--- src/rtl/fp_arith_pkg.sv ---
// Shared Q16.16 fixed-point definitions and the round/saturate helper used by
// matrix_mult, matrix_add and the matrix-vector multiplier.
package fp_arith_pkg;

  localparam int DATA_WIDTH = 32;
  localparam int FRAC_BITS  = 16;
  // Widest accumulator fp_round_sat accepts; covers inner dimensions up to 128.
  localparam int ACC_MAX_W  = 2 * DATA_WIDTH + 8;

  localparam logic signed [DATA_WIDTH-1:0] FP_ZERO = 32'sh0000_0000;
  localparam logic signed [DATA_WIDTH-1:0] FP_MAX  = 32'sh7FFF_FFFF;
  localparam logic signed [DATA_WIDTH-1:0] FP_MIN  = 32'sh8000_0000;

  typedef struct packed {
    logic signed [DATA_WIDTH-1:0] value;
    logic                         ovf;
  } fp_rs_t;

  // Round half-up (ties toward +inf), drop FRAC_BITS, clamp into DATA_WIDTH.
  // The caller sign-extends its accumulator to ACC_MAX_W bits.
  function automatic fp_rs_t fp_round_sat(input logic signed [ACC_MAX_W-1:0] acc);
    logic signed [ACC_MAX_W:0] sum;
    logic signed [ACC_MAX_W:0] shr;
    logic signed [ACC_MAX_W:0] max_ext;
    logic signed [ACC_MAX_W:0] min_ext;
    fp_rs_t res;
    // One guard bit keeps the rounding add from wrapping.
    sum     = $signed({acc[ACC_MAX_W-1], acc})
            + $signed({{(ACC_MAX_W + 1 - FRAC_BITS){1'b0}}, 1'b1, {(FRAC_BITS - 1){1'b0}}});
    shr     = sum >>> FRAC_BITS;
    max_ext = $signed({{(ACC_MAX_W + 1 - DATA_WIDTH){1'b0}}, FP_MAX});
    min_ext = $signed({{(ACC_MAX_W + 1 - DATA_WIDTH){1'b1}}, FP_MIN});
    res.ovf   = 1'b0;
    res.value = shr[DATA_WIDTH-1:0];
    if (shr > max_ext) begin
      res.value = FP_MAX;
      res.ovf   = 1'b1;
    end else if (shr < min_ext) begin
      res.value = FP_MIN;
      res.ovf   = 1'b1;
    end
    return res;
  endfunction

endpackage

--- src/rtl/matrix_mult_if.sv ---
// Bus bundle for matrix_mult. Optional trans_b exists only when
// MATRIX_MULT_TRANSPOSE_B_EN is defined.
//
// Handshake: start is sampled only while the block is idle; busy rises the
// cycle after an accepted start and stays high until done pulses for exactly
// one cycle. matrix_a/matrix_b (and trans_b) must stay stable while busy=1.
// matrix_c is valid as a set while done=1 and holds until the next operation.
interface matrix_mult_if #(
  parameter int M = 4,
  parameter int K = 4,
  parameter int N = 4
);
  logic                                                 start;
  logic                                                 done;
  logic                                                 busy;
  logic                                                 ovf;
  logic [M-1:0][K-1:0][fp_arith_pkg::DATA_WIDTH-1:0]    matrix_a;
  logic [K-1:0][N-1:0][fp_arith_pkg::DATA_WIDTH-1:0]    matrix_b;
  logic [M-1:0][N-1:0][fp_arith_pkg::DATA_WIDTH-1:0]    matrix_c;
  logic [1:0]                                           dbg_state;
`ifdef MATRIX_MULT_TRANSPOSE_B_EN
  logic                                                 trans_b;

  modport master (output start, matrix_a, matrix_b, trans_b,
                  input  done, busy, ovf, matrix_c, dbg_state);
  modport slave  (input  start, matrix_a, matrix_b, trans_b,
                  output done, busy, ovf, matrix_c, dbg_state);
`else
  modport master (output start, matrix_a, matrix_b,
                  input  done, busy, ovf, matrix_c, dbg_state);
  modport slave  (input  start, matrix_a, matrix_b,
                  output done, busy, ovf, matrix_c, dbg_state);
`endif
endinterface

--- src/rtl/matrix_mult_mac.sv ---
// mac_unit: signed DW x DW multiplier feeding a wide accumulator.
// i_clear has priority over i_en; the full product is sign-extended.
module mac_unit #(
  parameter int DW = 32,
  parameter int AW = 2 * DW + 3
) (
  input  logic                 clk,
  input  logic                 rst,
  input  logic                 i_clear,
  input  logic                 i_en,
  input  logic signed [DW-1:0] i_a,
  input  logic signed [DW-1:0] i_b,
  output logic signed [AW-1:0] o_acc
);
  logic signed [2*DW-1:0] w_prod;
  logic signed [AW-1:0]   r_acc;

  assign w_prod = i_a * i_b;
  assign o_acc  = r_acc;

  // Accumulate one product per enabled cycle.
  always_ff @(posedge clk) begin
    if (rst || i_clear) r_acc <= '0;
    else if (i_en)      r_acc <= r_acc + AW'(w_prod);
  end
endmodule

--- src/rtl/matrix_mult.sv ---
// matrix_mult: sequential Q16.16 C = A x B, one MAC per cycle, row-major.
// Optional macro MATRIX_MULT_TRANSPOSE_B_EN adds trans_b for C = A x B^T.
module matrix_mult
  import fp_arith_pkg::*;
#(
  parameter int M = 4,
  parameter int K = 4,
  parameter int N = 4
) (
  input  logic          clk,
  input  logic          rst,
  matrix_mult_if.slave  bus
);
  localparam int RW = (M > 1) ? $clog2(M) : 1;
  localparam int KW = (K > 1) ? $clog2(K) : 1;
  localparam int CW = (N > 1) ? $clog2(N) : 1;
  localparam int AW = 2 * DATA_WIDTH + $clog2(K) + 1;

  typedef enum logic [1:0] {S_IDLE = 2'd0, S_MAC = 2'd1, S_WRITE = 2'd2, S_DONE = 2'd3} state_t;

  state_t                                r_state, w_next_state;
  logic [RW-1:0]                         r_row;
  logic [CW-1:0]                         r_col;
  logic [KW-1:0]                         r_k;
  logic                                  r_done, r_busy, r_ovf, r_trans;
  logic [M-1:0][N-1:0][DATA_WIDTH-1:0]   r_c;
  logic signed [DATA_WIDTH-1:0]          w_a, w_b;
  logic signed [AW-1:0]                  w_acc;
  logic                                  w_last_k, w_last_elem;
  fp_rs_t                                w_rs;

`ifdef MATRIX_MULT_TRANSPOSE_B_EN
  if (K != N) begin : g_trans_check
    $error("matrix_mult: transpose mode requires K == N");
  end
  assign w_b = r_trans ? bus.matrix_b[r_col][r_k] : bus.matrix_b[r_k][r_col];
`else
  assign w_b = bus.matrix_b[r_k][r_col];
`endif

  assign w_a         = bus.matrix_a[r_row][r_k];
  assign w_last_k    = (r_k == KW'(K - 1));
  assign w_last_elem = (r_row == RW'(M - 1)) && (r_col == CW'(N - 1));
  assign w_rs        = fp_round_sat(ACC_MAX_W'(w_acc));

  mac_unit #(.DW(DATA_WIDTH), .AW(AW)) u_mac (
    .clk     (clk),
    .rst     (rst),
    .i_clear (r_state == S_IDLE || r_state == S_WRITE),
    .i_en    (r_state == S_MAC),
    .i_a     (w_a),
    .i_b     (w_b),
    .o_acc   (w_acc)
  );

  // State register.
  always_ff @(posedge clk) begin
    if (rst) r_state <= S_IDLE;
    else     r_state <= w_next_state;
  end

  // Next-state logic.
  always_comb begin
    w_next_state = r_state;
    case (r_state)
      S_IDLE:  if (bus.start) w_next_state = S_MAC;
      S_MAC:   if (w_last_k)  w_next_state = S_WRITE;
      S_WRITE: w_next_state = w_last_elem ? S_DONE : S_MAC;
      S_DONE:  w_next_state = S_IDLE;
      default: w_next_state = S_IDLE;
    endcase
  end

  // Counters, result registers and status flags.
  always_ff @(posedge clk) begin
    if (rst) begin
      r_row   <= '0;
      r_col   <= '0;
      r_k     <= '0;
      r_done  <= 1'b0;
      r_busy  <= 1'b0;
      r_ovf   <= 1'b0;
      r_trans <= 1'b0;
      r_c     <= '0;
    end else begin
      case (r_state)
        S_IDLE: begin
          r_done <= 1'b0;
          if (bus.start) begin
            r_row  <= '0;
            r_col  <= '0;
            r_k    <= '0;
            r_ovf  <= 1'b0;
            r_busy <= 1'b1;
`ifdef MATRIX_MULT_TRANSPOSE_B_EN
            r_trans <= bus.trans_b;
`else
            r_trans <= 1'b0;
`endif
          end
        end
        S_MAC: r_k <= w_last_k ? '0 : r_k + 1'b1;
        S_WRITE: begin
          r_c[r_row][r_col] <= w_rs.value;
          if (w_rs.ovf) r_ovf <= 1'b1;
          if (r_col == CW'(N - 1)) begin
            r_col <= '0;
            if (!w_last_elem) r_row <= r_row + 1'b1;
          end else begin
            r_col <= r_col + 1'b1;
          end
        end
        S_DONE: begin
          r_done <= 1'b1;
          r_busy <= 1'b0;
        end
        default: ;
      endcase
    end
  end

  assign bus.done      = r_done;
  assign bus.busy      = r_busy;
  assign bus.ovf       = r_ovf;
  assign bus.matrix_c  = r_c;
  assign bus.dbg_state = r_state;
endmodule
--- src/flat_wrapper.sv ---
// flat-port wrapper written by rule: the top's interface ports become plain ports
module matrix_mult_flat import fp_arith_pkg::*;
#(
  parameter int M = 4,
  parameter int K = 4,
  parameter int N = 4
)
  (clk, rst, bus_start, bus_matrix_a, bus_matrix_b, bus_done, bus_busy, bus_ovf, bus_matrix_c, bus_dbg_state);
  matrix_mult_if #(.M(M), .K(K), .N(N)) bus_i ();
  input  logic clk;
  input  logic rst;
  input wire logic [$bits(bus_i.start)-1:0] bus_start;
  input wire logic [$bits(bus_i.matrix_a)-1:0] bus_matrix_a;
  input wire logic [$bits(bus_i.matrix_b)-1:0] bus_matrix_b;
  output wire logic [$bits(bus_i.done)-1:0] bus_done;
  output wire logic [$bits(bus_i.busy)-1:0] bus_busy;
  output wire logic [$bits(bus_i.ovf)-1:0] bus_ovf;
  output wire logic [$bits(bus_i.matrix_c)-1:0] bus_matrix_c;
  output wire logic [$bits(bus_i.dbg_state)-1:0] bus_dbg_state;
  assign bus_i.start = bus_start;
  assign bus_i.matrix_a = bus_matrix_a;
  assign bus_i.matrix_b = bus_matrix_b;
  assign bus_done = bus_i.done;
  assign bus_busy = bus_i.busy;
  assign bus_ovf = bus_i.ovf;
  assign bus_matrix_c = bus_i.matrix_c;
  assign bus_dbg_state = bus_i.dbg_state;
  matrix_mult #(.M(M), .K(K), .N(N)) u_core (.clk(clk), .rst(rst), .bus(bus_i));
endmodule
--- config.mk ---
export PLATFORM = sky130hd
export DESIGN_NAME = matrix_mult_flat
export DESIGN_NICKNAME = d
export VERILOG_FILES = /design/src/rtl/fp_arith_pkg.sv /design/src/rtl/matrix_mult_if.sv /design/src/rtl/matrix_mult_mac.sv /design/src/rtl/matrix_mult.sv /design/src/flat_wrapper.sv
export SDC_FILE = /design/constraint.sdc
export NUM_CORES = 2
export LEC_CHECK = 0
export BUFFER_PORTS_ARGS = -buffer_cell sky130_fd_sc_hd__buf_2
export CAP_MARGIN = 20
export CORE_AREA = 2 2 603 605
export CTS_CLUSTER_SIZE = 25
export DETAILED_ROUTE_END_ITERATION = 10
export DIE_AREA = 0 0 605 607
export GPL_TIMING_DRIVEN = 0
export HOLD_SLACK_MARGIN = 0.03
export MAX_ROUTING_LAYER = met4
export PLACE_DENSITY_LB_ADDON = 0.25
export SLEW_MARGIN = 20
export SYNTH_ARGS = -nofsm -noshare
export SYNTH_HDL_FRONTEND = slang
export SYNTH_SLANG_ARGS = --single-unit
--- constraint.sdc ---
create_clock -name clk -period 13.8 [get_ports clk]
set_input_delay 1.38 -clock clk [delete_from_list [all_inputs] [get_ports clk]]
set_output_delay 1.38 -clock clk [all_outputs]
set_load 0.05 [all_outputs]
==> metrics.txt <==
first-pass GRT wire length=656000 um; Post-synth ARST share=0%; # IOs=1544; final setup violation count=0; Synth area leaders=fa_1 (35%), dfxtp_1 (17%), mux4_2 (9.7%); Crit Path Max Fanout=20; Netlist Area Pre-Place=0.0707 sq mm; routability cong.=1.04; Cells after Synth=7232; wire length per cell=35.6 um; area of the multi-input gates=0.0520 sq mm; Hold WC Path Type=flip-flop to flip-flop; Worst setup SP type=flip-flop; remaining global-route overflow=0; Tightest Pin Transition=1230 ps; top-area cell type share of the netlist area=35.2%; CTS tree=built; WP data arrival=14050 ps; TritonCTS buffer count=61; CP dominant cell by count=fa_1; sequential area share after synthesis=16.7%; Worst Skew=80.5 ps; Slowest-stage cell, CP=fa_2; # rows=221; Syn-to-layout area delta=27.1%; clock sinks=590; Synth Flop Type=dfxtp_1; worst path bufs/invs=10; Hold Fails Final Rpt=0; CTS clk-pin slew, worst paths=70 ps; Crit. End Element=flip-flop; # port buffers=1543; WL final=519000 um; GRT Total Usage=28.1%; crit-path max cell delay=1100 ps; max-slew violations=0; via count=66.0k; fin crit period=13480 ps; share of cells above drive strength 1=27.1%; clk_lat worst skew=720 ps; Starting DRT DRC Count=6518; Final period util=97.7%; vias in the first global route=64.7k; Core Area=0.361 sq mm; Yosys cell types=89; CTS max path bufs=3; syn nets=9740; RSZ-0062 raised after global routing=false; Peak Freq=0.0742 GHz; top cell family by delay on the critical path=adder cells; post-route antenna net violation count=0; EDFF count, synth=0; initial antenna violation count=332; sequential cell area=0.0118 sq mm; Die Ht=607 um; area leader, netlist=fa_1; setup ws final=319 ps; worst slack, placed=239 ps; status=finished clean; Fillers=39.9k; final-stage net count=11.4k; DP HPWL=459000 um; Clk Tree Root Cell=clkbuf_16; Yosys reg bits=590; Pre-antenna DRT Iters=7; Syn. warnings=0; # DRC=0; Max-cap violations=0; Die X=605 um; Die Area=0.367 sq mm; largest net degree at the start of global routing=31; critical path type=flip-flop to flip-flop; H-tree depth=2; total negative slack=0 ps; Slew headroom=18.0%; Syn Area/Cell=9.77 sq um; Vias per Instance=4.53; Initial Util=19.6%; Critical Path RT=14370 ps
## layout make-up
class | instances | share of cell area, %
Antenna cell | 855 | 2.38
Buffer | 479 | 2.37
Clock buffer | 84 | 1.97
Clock inverter | 24 | 0.400
Inverter | 1355 | 5.66
Multi-Input combinational cell | 4808 | 57.8
Sequential cell | 590 | 13.1
Tap cell | 4794 | 6.68
Timing Repair Buffer | 1594 | 9.54
## kinds of logic (layout without fill, tap and decap cells)
| group | after synthesis | after routing | share of synthesized area (%) |
|---|---|---|---|
| multiplexers | 377 | 377 | 10.7 |
| flip-flops | 590 | 590 | 16.7 |
| adder cells (fa/ha/maj) | 1481 | 1481 | 39.4 |
| buffers and inverters | 1834 | 3536 | 10.1 |
| AND/OR/NAND/NOR | 2024 | 2024 | 12.2 |
| XOR/XNOR | 106 | 106 | 1.31 |
| AO/OA/AOI/OAI | 820 | 820 | 9.51 |
| other | 0 | 855 | 0 |
## cell usage in the layout, fill, tap and decap left out, types with 238 or more instances in the layout
cell / instances
buf_2: 1617
fa_1: 1242
diode_2: 855
inv_1: 1346
ha_1: 238
nand2_1: 1164
nor2_1: 512
o211ai_1: 256
mux4_2: 304
dfxtp_1: 590
clkbuf_1: 318
## synth_stat cells, types with 35 or more instances
cell type and instances:
a21oi_1 118, and2_1 62, buf_1 47, buf_2 59, clkbuf_1 349, dfxtp_1 590
fa_1 1243, ha_1 238, inv_1 1349, mux2i_1 69, mux4_2 304, nand2_1 1165
nand3_1 72, nand4_1 39, nor2_1 512, nor2b_1 35, o211ai_1 256, o211ai_2 200
o21ai_0 81, xnor2_1 81
## per-layer routing
layer | up-vias | track usage (%) | part of all wire (%)
met4 | 0 | 16.9 | 6.8
li1 | 27300 | - | -
met1 | 34200 | 30.3 | 36
met2 | 3695 | 44.5 | 47
met3 | 909 | 9.94 | 9.8
met5 | - | - | 0
## repair_timing
item / CTS / global route
endpoints found under the setup margin: 0 / 5
buffers inserted: 0 / 0
gates resized for setup: 0 / 3
hold buffers: 0 / 0
## sequential cells by signal, summed over array words and instances, names as in the netlist
name and cells:
u_core.r_k 2, u_core.bus.dbg_state 2, u_core.bus.ovf 1, u_core.bus.matrix_c 512, u_core.u_mac.o_acc 67, u_core.r_col 2
u_core.bus.busy 1, u_core.r_row 2, u_core.bus.done 1
## final timing paths
path                            start                        to  slack, ps  depth (start not counted)
max reg2reg             u_core.r_k[1]    u_core.u_mac.o_acc[59]        320                         33
min          u_core.bus.matrix_c[458]  u_core.bus.matrix_c[458]        460                          2
max                     u_core.r_k[1]    u_core.u_mac.o_acc[59]        320                         33
min reg2reg  u_core.bus.matrix_c[458]  u_core.bus.matrix_c[458]        460                          2
## through the flow
| stage | utilization, % | cells | instance area, sq um | hold WS, ps |
|---|---|---|---|---|
| final | 24.9 | 14600 | 89800 | 458 |
| after global routing | 24.9 | 14500 | 89700 | 478 |
| after CTS | 24.3 | 13700 | 87700 | 461 |
| after detailed placement | 23.7 | 13600 | 85500 | 440 |
| after global placement | 23.4 | 13600 | 84400 | 440 |
| after floorplan | - | 7232 | 70700 | 459 |
## worst reg2reg max path, delay by kind of cell (launching register included)
| family | cells | cell delay (ps) |
|---|---|---|
| compound gates | 8 | 2150 |
| fa+ha+maj | 9 | 4940 |
| buf+inv | 10 | 4560 |
| flops | 1 | 430 |
| mux | 1 | 460 |
| simple gates | 5 | 800 |
Power is left out: the tool's default activity adds up to more than one toggle a clock period on the data nets, which glitch-free logic cannot reach.
